`config.mk`:
```
export PLATFORM = sky130hd
export DESIGN_NAME = locked_prio_intc_flat
export DESIGN_NICKNAME = d
export VERILOG_FILES = /design/src/rtl/locked_prio_intc_pkg.sv /design/src/rtl/locked_prio_intc_if.sv /design/src/rtl/locked_prio_intc_prio_enc.sv /design/src/rtl/locked_prio_intc.sv /design/src/flat_wrapper.sv
export SDC_FILE = /design/constraint.sdc
export NUM_CORES = 1
export LEC_CHECK = 0
export ABC_AREA = 1
export CAP_MARGIN = 20
export CORE_UTILIZATION = 50
export CTS_CLUSTER_DIAMETER = 60
export DETAILED_ROUTE_END_ITERATION = 7
export GPL_ROUTABILITY_DRIVEN = 0
export PLACE_DENSITY = 0.79
export SETUP_SLACK_MARGIN = 0.15
export SYNTH_ARGS = -nofsm -noshare
export SYNTH_HDL_FRONTEND = slang
export SYNTH_SLANG_ARGS = --single-unit
```
`constraint.sdc`:
```
create_clock -name clk -period 3.1 [get_ports clk]
set_input_delay 0.31 -clock clk [delete_from_list [all_inputs] [get_ports clk]]
set_output_delay 0.31 -clock clk [all_outputs]
set_load 0.01 [all_outputs]
```
`src/rtl/locked_prio_intc_pkg.sv`:
```
// Shared types and constants for the locked priority interrupt controller.
package locked_intc_pkg;

  // Raw state encodings, kept as plain constants for older tooling.
  localparam logic [1:0] ST_IDLE    = 2'd0;
  localparam logic [1:0] ST_PRESENT = 2'd1;
  localparam logic [1:0] ST_SERVICE = 2'd2;

  typedef enum logic [1:0] {
    IDLE    = ST_IDLE,
    PRESENT = ST_PRESENT,
    SERVICE = ST_SERVICE
  } intc_state_e;

  // Embedded key the serial key register must hold for exact eligibility.
  localparam logic [5:0] DEFAULT_KEY = 6'b101101;

endpackage

```
`src/rtl/locked_prio_intc_if.sv`:
```
// Request, configuration and CPU handshake signals of the interrupt controller.
interface locked_prio_intc_if #(
  parameter int NUM_CH = 27
);
  localparam int ID_W = $clog2(NUM_CH);

  logic [NUM_CH-1:0] req;
  logic              mask_we;
  logic [NUM_CH-1:0] mask_wdata;
  logic              key_shift;
  logic              key_in;
  logic              irq_valid;
  logic [ID_W-1:0]   irq_id;
  logic              irq_ack;
  logic              eoi;
  logic              busy;
  logic [NUM_CH-1:0] pending;

  // Controller side.
  modport slave (
    input  req, mask_we, mask_wdata, key_shift, key_in, irq_ack, eoi,
    output irq_valid, irq_id, busy, pending
  );

  // CPU / request source side.
  modport master (
    output req, mask_we, mask_wdata, key_shift, key_in, irq_ack, eoi,
    input  irq_valid, irq_id, busy, pending
  );
endinterface

```
`src/rtl/locked_prio_intc_prio_enc.sv`:
```
// Combinational lowest-index-wins priority encoder.
module prio_enc #(
  parameter int NUM_CH = 27,
  localparam int ID_W  = $clog2(NUM_CH)
) (
  input  logic [NUM_CH-1:0] v,
  output logic              any,
  output logic [ID_W-1:0]   idx
);

  // Scan from the top down so the lowest set index is the last one written.
  always_comb begin
    any = 1'b0;
    idx = '0;
    for (int i = NUM_CH - 1; i >= 0; i--) begin
      if (v[i]) begin
        any = 1'b1;
        idx = ID_W'(i);
      end
    end
  end

endmodule

```
`src/rtl/locked_prio_intc.sv`:
```
// Key-locked priority interrupt controller: edge-latched pending bits,
// software mask, lowest-index grant via valid/ack/EOI handshake.
//
// state   | meaning
// IDLE    | waiting for any eligible channel
// PRESENT | irq_id frozen and offered to the CPU, waiting for ack
// SERVICE | channel acknowledged, waiting for end-of-interrupt
module locked_prio_intc
  import locked_intc_pkg::*;
#(
  parameter int               NUM_CH      = 27,
  parameter int               KEY_W       = 6,
  parameter logic [KEY_W-1:0] KEY_CORRECT = KEY_W'(DEFAULT_KEY)
) (
  input logic                clk,
  input logic                rst,
  locked_prio_intc_if.slave  bus
);

  localparam int ID_W = $clog2(NUM_CH);

  logic [NUM_CH-1:0] req_q;
  logic [NUM_CH-1:0] pend;
  logic [NUM_CH-1:0] mask;
  logic [NUM_CH-1:0] rise;
  logic [NUM_CH-1:0] clr;
  logic [NUM_CH-1:0] elig;
  logic [KEY_W-1:0]  key_q;
  logic [KEY_W-1:0]  key_err;
  logic [1:0]        state;
  logic              irq_valid;
  logic              busy;
  logic [ID_W-1:0]   irq_id;
  logic              win_any;
  logic [ID_W-1:0]   win_idx;

  assign rise    = bus.req & ~req_q;
  assign key_err = key_q ^ KEY_CORRECT;
  // Only an ack taken while presenting clears the presented channel.
  assign clr     = (state == ST_PRESENT && bus.irq_ack) ? (NUM_CH'(1) << irq_id) : '0;

  // Any wrong key bit flips eligibility of every channel mapped onto it.
  always_comb begin
    elig = '0;
    for (int i = 0; i < NUM_CH; i++) begin
      elig[i] = (pend[i] & ~mask[i]) ^ key_err[i % KEY_W];
    end
  end

  prio_enc #(.NUM_CH(NUM_CH)) u_prio_enc (
    .v   (elig),
    .any (win_any),
    .idx (win_idx)
  );

  // Request history for edge detection.
  always_ff @(posedge clk or posedge rst) begin
    if (rst) req_q <= '0;
    else     req_q <= bus.req;
  end

  // Pending bits: a fresh edge wins over a same-cycle clear.
  always_ff @(posedge clk or posedge rst) begin
    if (rst) pend <= '0;
    else     pend <= rise | (pend & ~clr);
  end

  // Mask register, all channels disabled out of reset.
  always_ff @(posedge clk or posedge rst) begin
    if (rst)              mask <= '1;
    else if (bus.mask_we) mask <= bus.mask_wdata;
  end

  // Serial key register, shifted in from the MSB end.
  generate
    if (KEY_W == 1) begin : g_key1
      always_ff @(posedge clk or posedge rst) begin
        if (rst)                key_q <= '0;
        else if (bus.key_shift) key_q <= bus.key_in;
      end
    end else begin : g_keyn
      always_ff @(posedge clk or posedge rst) begin
        if (rst)                key_q <= '0;
        else if (bus.key_shift) key_q <= {bus.key_in, key_q[KEY_W-1:1]};
      end
    end
  endgenerate

  // Grant handshake; no preemption once a channel is presented.
  always_ff @(posedge clk or posedge rst) begin
    if (rst) begin
      state     <= ST_IDLE;
      irq_valid <= 1'b0;
      irq_id    <= '0;
      busy      <= 1'b0;
    end else begin
      case (state)
        ST_IDLE: begin
          if (win_any) begin
            irq_id    <= win_idx;
            irq_valid <= 1'b1;
            state     <= ST_PRESENT;
          end
        end
        ST_PRESENT: begin
          if (bus.irq_ack) begin
            irq_valid <= 1'b0;
            busy      <= 1'b1;
            state     <= ST_SERVICE;
          end
        end
        ST_SERVICE: begin
          if (bus.eoi) begin
            busy  <= 1'b0;
            state <= ST_IDLE;
          end
        end
        default: begin
          state     <= ST_IDLE;
          irq_valid <= 1'b0;
          busy      <= 1'b0;
        end
      endcase
    end
  end

  assign bus.irq_valid = irq_valid;
  assign bus.irq_id    = irq_id;
  assign bus.busy      = busy;
  assign bus.pending   = pend;

endmodule

```
`src/flat_wrapper.sv`:
```
// flat-port wrapper written by rule: the top's interface ports become plain ports
module locked_prio_intc_flat import locked_intc_pkg::*;
#(
  parameter int               NUM_CH      = 27,
  parameter int               KEY_W       = 6,
  parameter logic [KEY_W-1:0] KEY_CORRECT = KEY_W'(DEFAULT_KEY)
)
  (clk, rst, bus_req, bus_mask_we, bus_mask_wdata, bus_key_shift, bus_key_in, bus_irq_ack, bus_eoi, bus_irq_valid, bus_irq_id, bus_busy, bus_pending);
  locked_prio_intc_if #(.NUM_CH(NUM_CH)) bus_i ();
  input logic clk;
  input logic rst;
  input wire logic [$bits(bus_i.req)-1:0] bus_req;
  input wire logic [$bits(bus_i.mask_we)-1:0] bus_mask_we;
  input wire logic [$bits(bus_i.mask_wdata)-1:0] bus_mask_wdata;
  input wire logic [$bits(bus_i.key_shift)-1:0] bus_key_shift;
  input wire logic [$bits(bus_i.key_in)-1:0] bus_key_in;
  input wire logic [$bits(bus_i.irq_ack)-1:0] bus_irq_ack;
  input wire logic [$bits(bus_i.eoi)-1:0] bus_eoi;
  output wire logic [$bits(bus_i.irq_valid)-1:0] bus_irq_valid;
  output wire logic [$bits(bus_i.irq_id)-1:0] bus_irq_id;
  output wire logic [$bits(bus_i.busy)-1:0] bus_busy;
  output wire logic [$bits(bus_i.pending)-1:0] bus_pending;
  assign bus_i.req = bus_req;
  assign bus_i.mask_we = bus_mask_we;
  assign bus_i.mask_wdata = bus_mask_wdata;
  assign bus_i.key_shift = bus_key_shift;
  assign bus_i.key_in = bus_key_in;
  assign bus_i.irq_ack = bus_irq_ack;
  assign bus_i.eoi = bus_eoi;
  assign bus_irq_valid = bus_i.irq_valid;
  assign bus_irq_id = bus_i.irq_id;
  assign bus_busy = bus_i.busy;
  assign bus_pending = bus_i.pending;
  locked_prio_intc #(.NUM_CH(NUM_CH), .KEY_W(KEY_W), .KEY_CORRECT(KEY_CORRECT)) u_core (.clk(clk), .rst(rst), .bus(bus_i));
endmodule
```
# [After elaboration in Yosys (flattened, before gate mapping)]
# Index checks and enable logic that the tools add are counted.
[totals] reg_bits=96 latchBits=0 ramBits=0 romBits=0 inputBits=61 out_inout_bits=34 word_cells=174 mem_count=0
[op_classes] n_addsub=0 multipliers=0 div_mod_pow=0 n_lt_le_gt_ge=0 n_eq_ne=5 shift=1 muxes=65 n_bitwise=89 n_reduce_logical=6
[ops] op="2-to-1 mux 5 bit" n=27
[ops] op="AND 27 bit" n=2
[ops] op="inverter 27 bit" n=2
[ops] op="2-to-1 mux 1 bit" n=31
[ops] op="inverter 1 bit" n=29
[ops] op="AND 1 bit" n=27
[ops] op="2-to-1 mux 27 bit" n=1
[ops] op="OR 27 bit" n=1
[ops] op="<< shifter 1 x 5 -> 27 bit, first input constant" n=1
[ops] op="bitwise XOR 1 bit" n=27
[ops] op="AND reduction 3 bit" n=3
[ops] op="2-to-1 mux 2 bit" n=3
[ops] op="!= test 2 bit, second input constant" n=3
[ops] op="case mux 1 bit (3 select lines)" n=2
[ops] op="case mux 2 bit (3 select lines)" n=1
[ops] op="inverter 4 bit" n=1
[ops] op="equality test 2 x 1 -> 1 bit, second input constant" n=1
[ops] op="equality test 2 bit, second input constant" n=1
[ops] op="zero test 2 bit" n=1
[ops] op="AND reduction 2 bit" n=1
[ops] op="logical AND 1 bit" n=1

# [Logic depth before layout (Yosys ltp)]
# Gate-level depths: netlist of run 1.
[depth] depth_word=32 ltp_mapped=31 mapped_depth_nobuf=31

# [Cells and area by module]
# A second synthesis of run 1 with hierarchy kept.
[unflattened] hier_cells=547 hier_area_um2=4459.3
[modules_own_cells] mod="locked_prio_intc" instances=1 cells_per_inst=457 area_each_um2=4058.9 seq_area_each_um2=2436.1
[modules_own_cells] mod="prio_enc" instances=1 cells_per_inst=90 area_each_um2=400.4 seq_area_each_um2=0.0

# [Worst setup path after synthesis of run 1]
# No wires, ideal clock.
[synth_timing] path_kind="reg-to-reg" start="register u_core.mask[24]" end="register u_core.irq_id[0] (netlist: u_core.bus.irq_id[0])" setup_time_ns=0.116 t_arrival_ns=1.865 t_required_ns=2.984 slack_ns=1.118 path_stages_with_launch=32 path_buffers=0 period_less_slack_ns=1.982 path_cell_list="dfstp_2 inv_1 nand2_1 nand2_1 nand2_1 inv_2 nand2_1 nand2_1 nand2_1 nand2_1 nand2_1 nand2_1 nand2_1 nand2_1 nand2_1 nand2_1 nand2_1 nand2_1 nand2_1 nand2_1 nand2_1 nand2_1 nand2_1 nand2_1 nand2_1 nand2_1 nand2_1 nand2_1 nand2_1 nand2_1 nand2_1 nand2_1"
[synth_via] elab_chain_len=29 word_cells_on_any_way=54 cone_classes="50 x mux; 3 x bitwise; 1 x reduce/logical"
[synth_rtl] item="start, declared" line="locked_prio_intc.sv:24" source="logic [NUM_CH-1:0] mask;"
[synth_rtl] item="start signal, assigned" line="locked_prio_intc.sv:71" source="else if (bus.mask_we) mask <= bus.mask_wdata;"
[synth_rtl] item="inverter 1 bit *" line="locked_prio_intc.sv:46" source="elig[i] = (pend[i] & ~mask[i]) ^ key_err[i % KEY_W];"
[synth_rtl] item="AND 1 bit *" line="locked_prio_intc.sv:46"
[synth_rtl] item="bitwise XOR 1 bit *" line="locked_prio_intc.sv:46"
[synth_rtl] item="2-to-1 mux 1 bit (25 in a row)" line="locked_prio_intc_prio_enc.sv:16" source="if (v[i]) begin"
[synth_rtl] item="AND reduction 2 bit (no line)"
[synth_rtl] item="end signal, assigned" line="locked_prio_intc.sv:100" source="irq_id <= win_idx;"
[synth_rtl] item="end, declared" line="locked_prio_intc.sv:33" source="logic [ID_W-1:0] irq_id;"
# Every way passes the cells marked *; elsewhere a longest branch is shown, timed or not.
# A chain may end at the register's enable or synchronous reset.

# [Worst setup path in the final report of run 1]
[layout_timing] start="register u_core.mask[22]" end="register u_core.irq_id[0] (netlist: u_core.bus.irq_id[0])"
[layout_via] elab_chain_len=27 word_cells_on_any_way=50 cone_classes="46 x mux; 3 x bitwise; 1 x reduce/logical"
[layout_rtl] item="inverter 1 bit *" line="locked_prio_intc.sv:46"
[layout_rtl] item="AND 1 bit *" line="locked_prio_intc.sv:46"
[layout_rtl] item="bitwise XOR 1 bit *" line="locked_prio_intc.sv:46"
[layout_rtl] item="2-to-1 mux 1 bit (23 in a row)" line="locked_prio_intc_prio_enc.sv:16"
[layout_rtl] item="AND reduction 2 bit (no line)"
# Marks and branches as above.

==> results of run 1 <==
==> through the flow <==
step / area [µm²] / util (%) / worst slack (ps) / std cells
2_1_floorplan: 4240 / - / 329 / 479
3_3_place_gp: 5290 / 64.4 / 1010 / 668
3_5_place_dp: 5290 / 64.4 / 944 / 668
4_1_cts: 5460 / 66.4 / 901 / 684
5_1_grt: 5460 / 66.4 / 601 / 684
6_report: 5460 / 66.4 / 906 / 684
==> routing by layer <==
layer	track usage (%)	up-vias
li1	-	1689
met1	31.5	1633
met2	40.0	95
met3	3.80	23
met4	10.8	0
met5	0	-
==> cell usage in the layout, fill, tap and decap left out <==
cell	count
a31o_2	1
o21ai_0	85
nor2_1	18
xor2_4	1
nand3b_1	1
xor2_2	1
clkinvlp_4	2
nand3_1	10
a21oi_1	6
nor3_1	7
o31ai_1	1
inv_4	1
nand2_2	3
dfstp_2	27
buf_4	2
dfrtp_1	69
nand4_1	7
o21bai_1	1
inv_6	3
buf_12	1
a31oi_1	1
inv_2	5
clkbuf_1	1
nand3_2	1
bufinv_8	1
clkinv_2	3
xor2_1	22
or2_2	1
inv_1	67
clkdlybuf4s50_1	94
clkbuf_8	9
nand2_1	127
==> layout make-up <==
cell class	count	area, µm²	area share, %
timing repair buffer	97	976	17.9
inverter	76	308	5.64
clock inverter	6	42.5	0.779
clock buffer	10	128	2.34
sequential	96	2440	44.6
multi-input combinational	294	1440	26.3
tap	105	131	2.41
==> power by group through the flow <==
stage               Combinational (mW)  Sequential [mW]  Clock (mW)
CTS                              0.956             1.54       0.740
floorplan                        0.558             1.56           0
finish                           0.952             1.54       0.728
global placement                 0.919             1.55           0
detailed placement               0.948             1.56           0
global route                      1.07             1.56       0.798
==> flip-flops by register name (all words and copies together) (netlist names) <==
register	cells
u_core.mask	27
u_core.bus.busy	1
u_core.bus.irq_valid	1
u_core.key_q	6
u_core.bus.pending	27
u_core.state	2
u_core.bus.irq_id	5
u_core.req_q	27
==> logic make-up after synthesis <==
| kind of cell | after synthesis |
|---|---|
| xor gates and xnor gates | 24 |
| AOI/OAI and AO/OA | 95 |
| and+or+nand+nor | 175 |
| buffers and inverters | 89 |
| DFF | 96 |
==> path summary, 6_finish.rpt <==
path | end | depth (start not counted) | from
setup / recovery | u_core.bus.irq_id[0] | 28 | u_core.mask[22]
hold / removal | u_core.bus.pending[18] | 2 | rst
setup reg to reg | u_core.bus.irq_id[0] | 28 | u_core.mask[22]
hold reg to reg | u_core.bus.pending[9] | 1 | u_core.req_q[9]
max in group asynchronous | u_core.mask[16] | 3 | rst
min in group clk | u_core.req_q[3] | 1 | bus_req[3]
==> metrics.yaml, run 1 <==
floorplan:
  ios: 95
  core_um2: 8220
  die_y_um: 94.1
  dieArea_um2: 8860
  rows: 33
  initial_core_util_pct: 51.7
  fp.dieW_um: 94.1
timing:
  finalHoldViolCount: 0
  period_minus_slack_ps: 2190
  fmax_mhz: 456
  fin_skew_ps: 8.81
  rsz0062_at_grt: "no"
  slew_headroom_pct: 68.1
  worst_slew_pin_slew_ps: 478
  slew_viol_final: 0
  timing.hold.ws_ps: 218
  setup_tns_ps: 0
  period_share_pct: 70.8
  setup_violations: 0
power_and_ir_drop:
  post-layout-total-power_mw: 3.22
  p_sw_share_pct: 34.2
  p_sw_mw: 1.10
  pwr-share-seq_pct: 47.9
  comb_power_share_pct: 29.5
  p_leak_nw: 2.53
  clockPowerShare_pct: 22.6
  intPower_mw: 2.12
  ir_worst_vdd_mv: 0.358
  powerDensity_nw_per_um2: 590
clock_network:
  cts.sinks: 96
  post_cts_resize_count: 0
  cts-buffers-inserted: 9
  cts_root_buf: "clkbuf_8"
  insertion_delay_ps: 350
  cts_tree: "done"
  h-tree-depth: 3
  cts_setup_buffers: 0
  cts-hold-fix-buffers: 0
  clk_path_buf_depth: 2
  cts.clk_slew.worst_paths_ps: 90
run:
  max_cap_violations: 0
critical_path:
  worst_ep_arrival_time_ps: 2440
  critPathSlowestCell: "dfstp_2"
  path_class: "register to register"
  cp_data_required_time_ps: 3340
  start_kind: "register"
  crit_buf_inv: 2
  crit_path_frequent_cell: "nand2_1"
  r2r_setup_slack_ps: 910
  critPathMaxFanout: 2
  critPathTopFamily: "simple AND/OR/NAND/NOR gates"
  endpoint_kind: "register"
  critPathMaxStageDelay_ps: 530
logic_synthesis:
  synth_most_common_cell: "nand2_1"
  avgSynthCellArea_um2: 8.86
  synth_compound_area_share_pct: 11.4
  synth_edf_count: 0
  yosys_most_used_dff: "dfrtp_1"
  ys_seq_area_share_pct: 57.4
  synth_top_area_share_pct: 40.7
  synthMuxAreaShare_pct: 0
  syn_area_um2: 4240
  synthSimpleGateAreaFrac_pct: 16.9
  yosysWarnings: 0
  synthArstFlopShare_pct: 100
  synth_common_cells: "nand2_1, o21ai_0, dfrtp_1"
  synth.distinct_cells: 28
  synth-adder-area-share_pct: 0
  synth_xor_xnor_area_share_pct: 5.57
  synthTopCellsByArea: "dfrtp_1, dfstp_2, nand2_1, o21ai_0, inv_1"
  netlist_instances: 479
  synth-seq-cells: 96
  yosys.area.top_type: "dfrtp_1"
  synth_top_family_by_area: "simple AND/OR/NAND/NOR gates"
  syn_nets: 540
global_route:
  grt_util_all_layers_pct: 24.2
  antenna_found_initial: 0
  grt_max_degree: 55
  grt_pass1_wl_um: 16100
  grt_pass1_vias: 3430
  overflow: 0
drt:
  wl_met3_um: 429
  postRouteAntennaNets: 0
  firstDrtPassIters: 5
  routed.top_layer: "met4"
  vias: 3440
  viasPerCell: 5.03
  post_drt_wl_per_cell_um: 14.3
  drcViolationCount: 0
  met2WireLength_um: 4880
  drt_iter0_drc: 175
  met1_length_um: 4170
  routed_wl_um: 9760
placed_design:
  portBuffers: 94
  post-dp-hpwl_um: 7440
cells_and_area:
  nets: 635
  area_growth_pct: 28.6
  fillCellCount: 672
  antenna_cells: 0
  drive_above_1_share_pct: 10.7
min_path:
  worst_hold_path_type: "input pin to async pin"
outcome:
  status: "complete, no violations"
No activity file was read; power rests on OpenSTA's default activity.
==> run 2, diff against run 1 <==
==> constraint.sdc (replaced) <==
create_clock -name clk -period 2.2 [get_ports clk]
set_input_delay 0.22 -clock clk [delete_from_list [all_inputs] [get_ports clk]]
set_output_delay 0.22 -clock clk [all_outputs]
set_load 0.01 [all_outputs]
==> metrics.yaml, run 2 (synthesis results as in run 1) <==
outcome:
  status: "finished with violations"
  violations: "negative setup slack"
global_route:
  grt_max_degree: 97
  antenna_found_initial: 0
  overflow: 0
  grt_pass1_vias: 3354
  grt_util_all_layers_pct: 24.1
  grt_pass1_wl_um: 15900
power_and_ir_drop:
  p_sw_share_pct: 34.0
  p_sw_mw: 1.65
  powerDensity_nw_per_um2: 852
  intPower_mw: 3.21
  ir_worst_vdd_mv: 0.453
  pwr-share-seq_pct: 44.6
  comb_power_share_pct: 30.7
  clockPowerShare_pct: 24.7
  p_leak_nw: 2.62
timing:
  fmax_mhz: 440
  layout_setup_ws_ps: -73.7
  fin_skew_ps: 7.30
  slew_headroom_pct: 65.6
  period_minus_slack_ps: 2270
  period_share_pct: 103
  slew_viol_final: 0
  setup_violations: 2
  worst_slew_pin_slew_ps: 515
  rsz0062_at_grt: "yes"
  finalHoldViolCount: 0
critical_path:
  cp_data_required_time_ps: 2470
  endpoint_kind: "register"
  critPathMaxFanout: 3
  worst_ep_arrival_time_ps: 2550
  start_kind: "register"
  path_class: "register to register"
clock_network:
  clk_path_buf_depth: 2
  cts_tree: "done"
  h-tree-depth: 3
  insertion_delay_ps: 360
  cts_root_buf: "clkbuf_8"
  cts-buffers-inserted: 9
  cts.clk_slew.worst_paths_ps: 100
  cts.sinks: 96
floorplan:
  core_um2: 8220
  dieArea_um2: 8860
  die_y_um: 94.1
  ios: 95
  fp.dieW_um: 94.1
  rows: 33
  initial_core_util_pct: 51.7
drt:
  postRouteAntennaNets: 0
  viasPerCell: 5.06
  drt_iter0_drc: 162
  vias: 3534
  drcViolationCount: 0
  post_drt_wl_per_cell_um: 14.8
  firstDrtPassIters: 4
  routed_wl_um: 10300
placed_design:
  dpl_cell_area_um2: 5310
  post-dp-hpwl_um: 7300
  portBuffers: 94
  pre_cts_ws_ps: 67.7
cells_and_area:
  layout_common_cells: "nand2_1, clkdlybuf4s50_1, o21ai_0"
  drive_above_1_share_pct: 17.0
  antenna_cells: 0
  layout_commonest_cell: "nand2_1"
  postLayoutCellArea_um2: 5710
  area_growth_pct: 34.5
  nets: 649
run:
  max_cap_violations: 0
min_path:
  worst_hold_path_type: "input pin to async pin"
[run 2: critical path, stage by stage, from the launching register on]
cell and delay [ps]:
dfstp_2 540, inv_2 40, nand3_1 70, nand2_2 60, buf_4 130, buf_4 120, nor2_2 130, nand2_1 70
a21oi_1 140, a21oi_1 80, nor2_1 140, o21bai_1 90, a31oi_1 190, nor2_1 60, nor2_1 90, nor2_1 50
o31ai_1 190
[run 2: final cells by class]
cell class              instances  area [µm²]
fillers                       628        2510
multi-input cells             295        1550
well taps                     105         131
inverters                      76         310
clock buffers                  11         141
clock inverters                 5        63.8
flip-flops and latches         96        2440
repair buffers                110        1080
[run 2: worst paths after layout]
kind / from / to / slack (ps) / cells after the start
max: u_core.mask[24] / u_core.bus.irq_id[1] / -70 / 16
min: rst / u_core.req_q[6] / 320 / 3
max reg2reg: u_core.mask[24] / u_core.bus.irq_id[1] / -70 / 16
min reg2reg: u_core.req_q[18] / u_core.bus.pending[18] / 420 / 1
max in group asynchronous: rst / u_core.key_q[1] / 1430 / 3
min in group clk: bus_req[26] / u_core.req_q[26] / 320 / 1
[run 2: layer usage]
| layer | share of wire, % | track usage, % | vias to the layer above |
|---|---|---|---|
| li1 | - | - | 1705 |
| met1 | 42 | 30.9 | 1688 |
| met2 | 49 | 39.4 | 116 |
| met3 | 5.8 | 4.77 | 25 |
| met4 | 3.0 | 11.0 | 0 |
| met5 | 0 | 0 | - |
[run 2: repair_timing]
| action | 4_1_cts | 5_1_grt |
|---|---|---|
| setup endpoints to repair | 5 | 6 |
| resized for setup | 3 | 25 |
| hold buffers | 0 | 0 |
| setup buffers | 1 | 9 |
| pin swaps | 1 | 11 |
| gates cloned | 0 | 1 |
[run 2: power groups by stage]
stage	combinational, mW	sequential [mW]	clock [mW]
after global placement	1.32	2.19	0
after CTS	1.37	2.17	1.21
final	1.49	2.17	1.20
after floorplan	0.786	2.19	0
after global routing	1.66	2.19	1.28
after detailed placement	1.36	2.20	0
[run 2: through the flow]
stage	TNS [ps]	total power, mW	cells	hold slack [ps]	utilization [%]
CTS	0	4.75	688	310	67.3
global placement	0	3.51	671	401	64.7
finish	-90.1	4.86	698	320	69.5
global route	-586	5.13	698	318	69.5
floorplan	0	2.98	479	251	-
detailed placement	0	3.55	671	409	64.7
==> run 3, diff against run 2 <==
==> constraint.sdc (replaced) <==
create_clock -name clk -period 2.2 [get_ports clk]
set_input_delay 0.22 -clock clk [delete_from_list [all_inputs] [get_ports clk]]
set_output_delay 0.22 -clock clk [all_outputs]
set_load 0.1 [all_outputs]
==> metrics.yaml, run 3 (synthesis results as in run 1) <==
outcome:
  status: "finished with violations"
  violations: "negative setup slack"
power_and_ir_drop:
  comb_power_share_pct: 40.9
  p_sw_mw: 2.40
  ir_worst_vdd_mv: 0.970
  p_sw_share_pct: 44.0
  p_leak_nw: 2.63
  intPower_mw: 3.06
  powerDensity_nw_per_um2: 959
  clockPowerShare_pct: 19.1
  pwr-share-seq_pct: 39.9
cells_and_area:
  nets: 652
  fillCellCount: 624
  layout_commonest_cell: "nand2_1"
  instances_no_fill: 701
  drive_above_1_share_pct: 29.0
  layout_common_cells: "nand2_1, o21ai_0, inv_1"
  antenna_cells: 0
  final_util_pct: 69.4
  area_growth_pct: 34.3
placed_design:
  portBuffers: 94
  dpl.cell_count: 673
  post-dp-hpwl_um: 7430
critical_path:
  critPathSlowestCell: "dfstp_2"
  crit_chain: "inv_2 -> nand3_2 -> nand2_2 -> buf_4 -> buf_4 -> nor2_2 -> nand2_1 -> a21oi_1 -> a21oi_1 -> nor2_1 -> o21bai_1 -> a31oi_1 -> nor2_1 -> nor2_1 -> nor2_1 -> o31ai_1"
  critPathMaxStageDelay_ps: 540
  path_class: "register to register"
  crit_cells: 16
  critPathTopFamily: "compound AO/OA/AOI/OAI gates"
  critPathMaxFanout: 3
  crit_buf_inv: 3
  worst_ep_arrival_time_ps: 2720
  cp_data_required_time_ps: 2470
  reg2regPathDepth: 16
  start_kind: "register"
  endpoint_kind: "register"
  crit_path_frequent_cell: "nor2_1"
clock_network:
  cts-buffers-inserted: 9
  clk_path_buf_depth: 2
  cts_tree: "done"
  insertion_delay_ps: 360
  cts.sinks: 96
  cts.clk_slew.worst_paths_ps: 100
  cts-hold-fix-buffers: 0
  cts_root_buf: "clkbuf_8"
  h-tree-depth: 3
drt:
  viasPerCell: 5.18
  post_drt_wl_per_cell_um: 15.1
  drcViolationCount: 0
  routed_wl_um: 10600
  postRouteAntennaNets: 0
  drt_iter0_drc: 213
  firstDrtPassIters: 5
  vias: 3631
run:
  max_cap_violations: 0
timing:
  period_minus_slack_ps: 2450
  layout_setup_ws_ps: -248
  setup_violations: 2
  fin_skew_ps: 10.9
  period_share_pct: 111
  worst_slew_pin_slew_ps: 472
  slew_viol_final: 0
  rsz0062_at_grt: "yes"
  fmax_mhz: 408
  finalHoldViolCount: 0
  slew_headroom_pct: 68.4
floorplan:
  core_um2: 8220
  rows: 33
  ios: 95
  dieArea_um2: 8860
  fp.dieW_um: 94.1
  initial_core_util_pct: 51.7
  die_y_um: 94.1
global_route:
  grt_pass1_wl_um: 16000
  grt_pass1_vias: 3486
  antenna_found_initial: 0
  overflow: 0
  grt_max_degree: 55
  grt_util_all_layers_pct: 24.1
min_path:
  worst_hold_path_type: "input pin to async pin"
-- run 3: cell types whose count changed in the layout (fill, tap and decap cells not counted), moves of 2 or more --
cell	before	now
xor2_2	9	13
clkinv_2	0	2
nand2_1	120	116
dfrtp_1	68	42
dfrtp_2	1	27
buf_4	14	50
clkdlybuf4s50_1	94	60
nand2_2	10	14
xor2_1	14	10
-- run 3: final timing paths --
kind / slack (ps) / endpoint / from
worst max-delay path: -250 / u_core.bus.irq_id[1] / u_core.mask[24]
worst min-delay path: 220 / u_core.req_q[22] / rst
worst max register to register: -250 / u_core.bus.irq_id[1] / u_core.mask[24]
worst min register to register: 410 / u_core.bus.pending[7] / u_core.req_q[7]
max in group asynchronous: 1350 / u_core.bus.pending[4] / rst
min in group clk: 320 / u_core.req_q[18] / bus_req[18]
-- run 3: per-stage QoR --
stage               total power, mW  hold WS [ps]  worst slack (ps)  TNS [ps]  area [µm²]
global route                   5.74           253              -376      -708        5700
global placement               4.20           398               100         0        5300
finish                         5.47           218              -248      -404        5700
detailed placement             4.25           404              10.0         0        5300
CTS                            5.29           219              8.72         0        5490
floorplan                      3.70           251              31.1         0        4290
-- run 3: metal layers --
metal / part of all wire [%] / track usage [%] / wire length (µm) / vias up
met3: 6.0 / 3.40 / 639 / 32
met2: 51 / 41.4 / 5390 / 160
met5: 0 / 0 / 0 / -
met1: 41 / 31.1 / 4320 / 1726
li1: - / - / - / 1713
met4: 2.1 / 8.85 / 227 / 0
-- run 3: final cells by class --
| cell class | instances | area, µm² | share of cell area (%) |
|---|---|---|---|
| Clock buffer | 10 | 128 | 2.24 |
| Sequential cell | 96 | 2470 | 43.3 |
| Tap cell | 105 | 131 | 2.30 |
| Inverter | 76 | 310 | 5.44 |
| Clock inverter | 6 | 43.8 | 0.768 |
| Multi-Input combinational cell | 295 | 1590 | 27.9 |
| Timing Repair Buffer | 113 | 1030 | 18.0 |
-- run 3: power groups by stage --
stage / registers (mW) / logic [mW] / clock network [mW]
floorplan: 2.91 / 0.790 / 0
global placement: 2.20 / 2.00 / 0
detailed placement: 2.21 / 2.04 / 0
CTS: 2.18 / 2.06 / 1.06
global route: 2.21 / 2.39 / 1.14
finish: 2.18 / 2.24 / 1.05
-- run 3: what timing repair did --
| action | in CTS | in global routing |
|---|---|---|
| buffers inserted | 2 | 9 |
| gates cloned | 0 | 1 |
| setup endpoints to repair | 1 | 6 |
| pin swaps | 2 | 17 |
| gates resized for setup | 1 | 33 |
